--- config.mk ---
export PLATFORM = sky130hd
export DESIGN_NAME = prio_arb_sched
export DESIGN_NICKNAME = d
export VERILOG_FILES = /design/src/rtl/prio_arb_sched.sv
export SDC_FILE = /design/constraint.sdc
export NUM_CORES = 1
export LEC_CHECK = 0
export CAP_MARGIN = 25
export CORE_ASPECT_RATIO = 1.4
export CORE_MARGIN = 1
export CORE_UTILIZATION = 40
export CTS_CLUSTER_DIAMETER = 150
export DETAILED_ROUTE_END_ITERATION = 10
export SKIP_LAST_GASP = 1
export SYNTH_ARGS = -nofsm -noshare
export SYNTH_HDL_FRONTEND = slang
export SYNTH_SLANG_ARGS = --single-unit
--- constraint.sdc ---
create_clock -name clk -period 2.4 [get_ports clk]
set_input_delay 0.48 -clock clk [delete_from_list [all_inputs] [get_ports clk]]
set_output_delay 0.48 -clock clk [all_outputs]
set_load 0.01 [all_outputs]
--- src/rtl/prio_arb_sched.sv ---
// prio_arb_sched: grants one of WIDTH requesters access to a shared resource
// (IDLE -> OFFER -> BUSY). The grant appears one cycle after a request is seen in IDLE.
// Backpressure: the offer holds until res_ready. BUSY ends on res_done, or on a
// forced release after TIMEOUT cycles.
// Optional macro PRIO_ARB_SCHED_RR_EN: round-robin arbitration. When the macro is
// undefined, the arbiter uses fixed MSB-first priority.
// Ports:
//   clk, rst (async active-high)     clock and reset
//   req[WIDTH]                       request levels
//   gnt[WIDTH], gnt_id, gnt_valid    registered grant and offer
//   res_ready, res_done              resource accept / completion
//   busy, timeout                    transaction in progress / forced-release pulse
module prio_arb_sched #(
    parameter int WIDTH   = 8,
    parameter int TIMEOUT = 255
) (
    input  logic                     clk,
    input  logic                     rst,
    input  logic [WIDTH-1:0]         req,
    output logic [WIDTH-1:0]         gnt,
    output logic [$clog2(WIDTH)-1:0] gnt_id,
    output logic                     gnt_valid,
    input  logic                     res_ready,
    input  logic                     res_done,
    output logic                     busy,
    output logic                     timeout
);

    localparam int          IDW     = $clog2(WIDTH);
    localparam logic [15:0] TO_LAST = 16'(TIMEOUT - 1);

    typedef enum logic [1:0] {
        S_IDLE  = 2'd0,
        S_OFFER = 2'd1,
        S_BUSY  = 2'd2
    } state_t;

    state_t           r_state;
    logic [WIDTH-1:0] r_gnt;
    logic [IDW-1:0]   r_gnt_id;
    logic             r_gnt_valid;
    logic             r_busy;
    logic             r_timeout;
    logic [15:0]      r_cnt;

    logic [WIDTH-1:0] w_cand;
    logic [IDW-1:0]   w_win;
    logic [WIDTH-1:0] w_onehot;

`ifdef PRIO_ARB_SCHED_RR_EN
    // r_ptr holds the id of the last transaction that entered BUSY. Only indices
    // strictly below r_ptr are preferred. If none of them request, every index
    // competes again, which wraps the rotation back to the MSB.
    logic [IDW-1:0]   r_ptr;
    logic [WIDTH-1:0] w_low;
    assign w_low = req & ~({WIDTH{1'b1}} << r_ptr);
`endif

    always_comb begin
        w_cand = req;
`ifdef PRIO_ARB_SCHED_RR_EN
        if (w_low != '0) begin
            w_cand = w_low;
        end
`endif
        // Ascending scan: the highest set index is written last and wins.
        w_win = '0;
        for (int i = 0; i < WIDTH; i++) begin
            if (w_cand[i]) begin
                w_win = IDW'(i);
            end
        end
        w_onehot = {{(WIDTH-1){1'b0}}, 1'b1} << w_win;
    end

    always_ff @(posedge clk or posedge rst) begin
        if (rst) begin
            r_state     <= S_IDLE;
            r_gnt       <= '0;
            r_gnt_id    <= '0;
            r_gnt_valid <= 1'b0;
            r_busy      <= 1'b0;
            r_timeout   <= 1'b0;
            r_cnt       <= '0;
`ifdef PRIO_ARB_SCHED_RR_EN
            r_ptr       <= '0;
`endif
        end else begin
            r_timeout <= 1'b0;
            case (r_state)
                S_IDLE: begin
                    if (req != '0) begin
                        r_gnt       <= w_onehot;
                        r_gnt_id    <= w_win;
                        r_gnt_valid <= 1'b1;
                        r_state     <= S_OFFER;
                    end
                end
                S_OFFER: begin
                    // If acceptance and withdrawal occur on the same edge, acceptance wins.
                    if (res_ready) begin
                        r_gnt_valid <= 1'b0;
                        r_busy      <= 1'b1;
                        r_cnt       <= '0;
                        r_state     <= S_BUSY;
`ifdef PRIO_ARB_SCHED_RR_EN
                        r_ptr       <= r_gnt_id;
`endif
                    end else if ((req & r_gnt) == '0) begin
                        r_gnt       <= '0;
                        r_gnt_id    <= '0;
                        r_gnt_valid <= 1'b0;
                        r_state     <= S_IDLE;
                    end
                end
                S_BUSY: begin
                    if (res_done) begin
                        r_gnt    <= '0;
                        r_gnt_id <= '0;
                        r_busy   <= 1'b0;
                        r_state  <= S_IDLE;
                    end else if (r_cnt == TO_LAST) begin
                        // This is the TIMEOUT-th BUSY cycle without completion.
                        r_gnt     <= '0;
                        r_gnt_id  <= '0;
                        r_busy    <= 1'b0;
                        r_timeout <= 1'b1;
                        r_state   <= S_IDLE;
                    end else begin
                        r_cnt <= r_cnt + 16'd1;
                    end
                end
                default: begin
                    r_state <= S_IDLE;
                end
            endcase
        end
    end

    assign gnt       = r_gnt;
    assign gnt_id    = r_gnt_id;
    assign gnt_valid = r_gnt_valid;
    assign busy      = r_busy;
    assign timeout   = r_timeout;

endmodule

* Word level (Yosys, flattened, before mapping)
Index checks and enable logic that the tools add are counted.
Word-level totals: word-level logic and storage cells 72, output and inout port bits 14, register bits 32
Cells by class: add/subtract/negate cells 1, equal/unequal tests 11, bitwise operators 1, multiplexer cells 40, reductions and logical operators 11, shifts and indexed selects 1
Operator list (count):
- $mux W16 | 3
- $mux W8 | 5
- $mux W3 | 11
- $pmux W16 S2 | 1
- $pmux W8 S3 | 1
- $add A16 B1 Y16 const B | 1
- $eq A16 B8 Y1 const B | 1
- $ne A2 B2 Y1 const B | 6
- $mux W1 | 10
- $mux W2 | 5
- $pmux W3 S3 | 1
- $reduce_and A3 Y1 | 3
- $and A8 B8 Y8 | 1
- $logic_not A8 Y1 | 1
- $reduce_bool A8 Y1 | 1
- $shl A1 B3 Y8 const A | 1
- $ne A3 B3 Y1 const B | 2
- $pmux W2 S3 | 1
- $reduce_and A5 Y1 | 1
- $pmux W1 S2 | 2
- $reduce_and A4 Y1 | 1
- $reduce_bool A2 Y1 | 2
- $reduce_bool A3 Y1 | 1
- $eq A2 B1 Y1 const B | 1
- other kinds (2) | 2

* Depth between registers and ports, before layout
word-level depth 10, depth in mapped cells 9, depth with buffers taken out 7

* Least setup slack after synthesis
No wires, ideal clock.
kind register to register, from register r_cnt[10], to register r_gnt[0], in the netlist gnt[0], clock period less this slack 2.188 ns, data required time 2.275 ns, cell stages (with the launch flop) 7, path buffers 1, setup slack 0.212 ns, data arrival time 2.063 ns, cell sequence dfrtp_1 > or4_4 > nor4_4 > o21ai_2 > a211oi_2 > buf_6 > mux2_2
On the way: word-level cells in the longest chain between the ends 3
RTL lines:
- from (decl) | RTL line 44 | logic [15:0] r_cnt;
- from (signal assigned) | RTL line 130 | r_cnt <= r_cnt + 16'd1;
- $eq A16 B8 Y1 | RTL line 122 | end else if (r_cnt == TO_LAST) begin
- $ne A3 B3 Y1 (no line)
- $reduce_and A5 Y1 (no line)
- to (signal assigned) | RTL line 93 | r_gnt <= w_onehot;
- to (decl) | RTL line 39 | logic [WIDTH-1:0] r_gnt;
No other way between the ends. A chain may end at the register's enable or synchronous reset.

* Worst setup path in the final report
from register r_cnt[11], to register r_gnt[3], in the netlist gnt[3]
Same word-level chain as after synthesis.

==> reports/metrics.csv <==
stage,metric,value,unit
die,rows,28,
timing,rsz0062_at_grt,false,
critical_path,path_cells,or4_4 > nor4_4 > o21ai_2 > a211oi_4 > buf_12 > mux2_2,
critical_path,worstPathRequired,2.57,ns
placement,port_buffers,25,
clocking,cts-root-buf,clkbuf_8,
critical_path,crit_fanout,11,
timing,finalHoldViolations,0,
logic_synthesis,ys_types,39,
route,routed_wl,4310,um
critical_path,max_stage_delay,0.56,ns
logic_synthesis,synth_cells,179,
logic_synthesis,syn_area_per_cell,9.90,um2
route,remaining_drc_errors,0,
clocking,cts_made_buffers,5,
pwr,power_density,908,nW/um2
global_route,grt_pass1_wl,7300,um
pwr,power.total,2.18,mW
placement,post_dp_cell_area,2250,um2
timing,setup_viol,0,
placement,place_congestion,0.903,
die,ios,26,
timing,finalWorstSetupSlack,0.116,ns
route,ant_nets,0,
route,drt_iter0_drc,54,
timing,fin_tns_setup,0,ns
timing,worst_slew_pin_slew,0.469,ns
final_layout,layout.nets,248,
timing,drv_slew,0,
pwr,p_leak,1.01,nW
timing,finalClockSkew,0.00299,ns
job,drv_cap,0,
route,viasPerCell,5.32,
die,die_w,58.3,um
global_route,grt_max_degree,33,
hold_path,hold-path-cell-count,1,
die,core,4240,um2
logic_synthesis,synth.largest_area_cell,dfrtp_1,
route,post_drt_wl_per_cell,14.8,um
critical_path,startpoint_type,register,
timing,period_share,0.952,
timing,fin_crit,2.28,ns
route,vias,1554,
die,die_y,80.8,um
timing,fmax,438,MHz
logic_synthesis,synth_edf_count,0,
timing,timing.slew.headroom,0.685,
logic_synthesis,synth_seq_area_share,0.452,
logic_synthesis,ys_ff_latch,32,
logic_synthesis,synth_nets,196,
die,die-area,4710,um2
hold_path,hold_class,reg -> reg,
timing,holdWs,0.506,ns
global_route,grt_usage,0.209,
pwr,vdd_drop_max,0.470,mV
logic_synthesis,syn_area,1770,um2
critical_path,worstSetupEndpointType,register,
die,start_util,0.418,
clocking,hold_buffers,0,
final_layout,final_core_util,0.565,
logic_synthesis,synth_area_leaders,"dfrtp_1, mux2_2, xnor2_1",
logic_synthesis,synth_top_area_frac,0.452,
logic_synthesis,yosys_warnings,0,
final_layout,drive_gt1_frac,0.216,
critical_path,rr_worst_depth,6,
critical_path,cp.arrival,2.45,ns
final_layout,postLayoutCellArea,2390,um2
placement,dp.cells,283,
placement,dp_slack,-0.252,ns
logic_synthesis,synthArstFlopShare,1.00,
global_route,grt-ovfl-total,0,
clocking,h-tree-depth,2,
clocking,clk_pin_slew_worst_paths,0.07,ns
route,drtPass1Iterations,5,
clocking,clock_sinks,32,
final_layout,antenna_cells,0,
outcome,outcome,finished clean,
clocking,clk_latency,0.28,ns
critical_path,setup.worst_path.class,reg -> reg,
clocking,cts_tree,built,
final_layout,fin_cells,292,
logic_synthesis,ys.flop_type,dfrtp_1,
clocking,cts_buffer_depth,2,
critical_path,cp_slowest_cell,or4_4,
global_route,grt_pass1_vias,1645,
placement,dp_hpwl,3230,um
final_layout,syn_to_final_growth,35.1,%
global_route,antenna_found_initial,0,
[final timing paths]
kind / from / to / slack (ns)
worst max-delay path: r_cnt[11] / gnt[3] / 0.12
worst min-delay path: gnt_id[2] / gnt_id[2] / 0.51
worst max register to register: r_cnt[11] / gnt[3] / 0.12
worst min register to register: gnt_id[2] / gnt_id[2] / 0.51
max in group asynchronous: rst / r_cnt[0] / 1.52
min in group asynchronous: rst / gnt_id[0] / 0.59
[cell type report]
cell class                      count  area (um2)
Fill cell                         401        1840
Multi-Input combinational cell    132         923
Sequential cell                    32         801
Timing Repair Buffer               50         450
Tap cell                           60        75.1
Clock buffer                        6        72.6
Inverter                           10        37.5
Clock inverter                      2        35.0
[where the power goes]
part	total [mW]	switching, mW	internal, mW
Clock	0.505	0.197	0.308
Combinational	0.967	0.447	0.520
Sequential	0.704	0.0670	0.637
[cells by family (layout without fill, tap and decap cells)]
| family | count (synthesis) | in the layout | share of synthesized area |
|---|---|---|---|
| AOI/OAI and AO/OA | 31 | 31 | 0.114 |
| xor gates and xnor gates | 12 | 12 | 0.0593 |
| adders and majority gates | 5 | 5 | 0.0353 |
| buffers and inverters | 15 | 68 | 0.0367 |
| DFF | 32 | 32 | 0.452 |
| muxes | 13 | 13 | 0.0805 |
| and+or+nand+nor | 71 | 71 | 0.222 |
[per-layer routing]
| metal | vias to the layer above | global-route usage | wire, um |
|---|---|---|---|
| met2 | 41 | 0.399 | 2450 |
| met5 | - | 0 | 0 |
| met3 | 4 | 0.0430 | 160 |
| met4 | 0 | 0.0667 | 44 |
| li1 | 741 | - | - |
| met1 | 768 | 0.224 | 1650 |
[critical path: cells and delay by family, from the launching register on]
family	cells	cell delay, ns
buffers and inverters	1	0.17
AOI/OAI and AO/OA	2	0.38
and+or+nand+nor	2	0.83
DFF	1	0.45
muxes	1	0.33
[registers in the layout, summed over array words and instances (netlist names)]
signal	flops
timeout	1
busy	1
gnt	8
gnt_id	3
r_cnt	16
gnt_valid	1
r_state	2
[placed cells by master, fill, tap and decap left out, types with 7 or more instances in the layout]
master | Yosys | final
nand2_1 | 9 | 9
dfrtp_1 | 32 | 32
o21ai_0 | 7 | 7
xnor2_1 | 12 | 12
buf_4 | 0 | 24
clkdlybuf4s50_1 | 0 | 25
nor3_1 | 10 | 10
nor2_1 | 20 | 20
a21oi_1 | 10 | 10
mux2_2 | 10 | 10
inv_1 | 10 | 10
[synthesized netlist by cell type, types with 3 or more instances]
cell      count
o21ai_0       7
nand2_1       9
a22oi_1       4
nand4_1       6
dfrtp_1      32
or3_1         4
nor3_1       10
a21oi_1      10
xnor2_1      12
ha_1          5
mux2_2       10
nor2_1       20
clkbuf_1      3
nand2b_1      3
nor4_1        4
mux2i_1       3
inv_1        10
[repair_timing]
| item | 4_1_cts | 5_1_grt |
|---|---|---|
| buffers inserted | 1 | 0 |
| resized for setup | 1 | 2 |
| pin swaps | 1 | 0 |
| setup endpoints to repair | 11 | 1 |
Note: power is estimated with default switching activity, not from simulation.
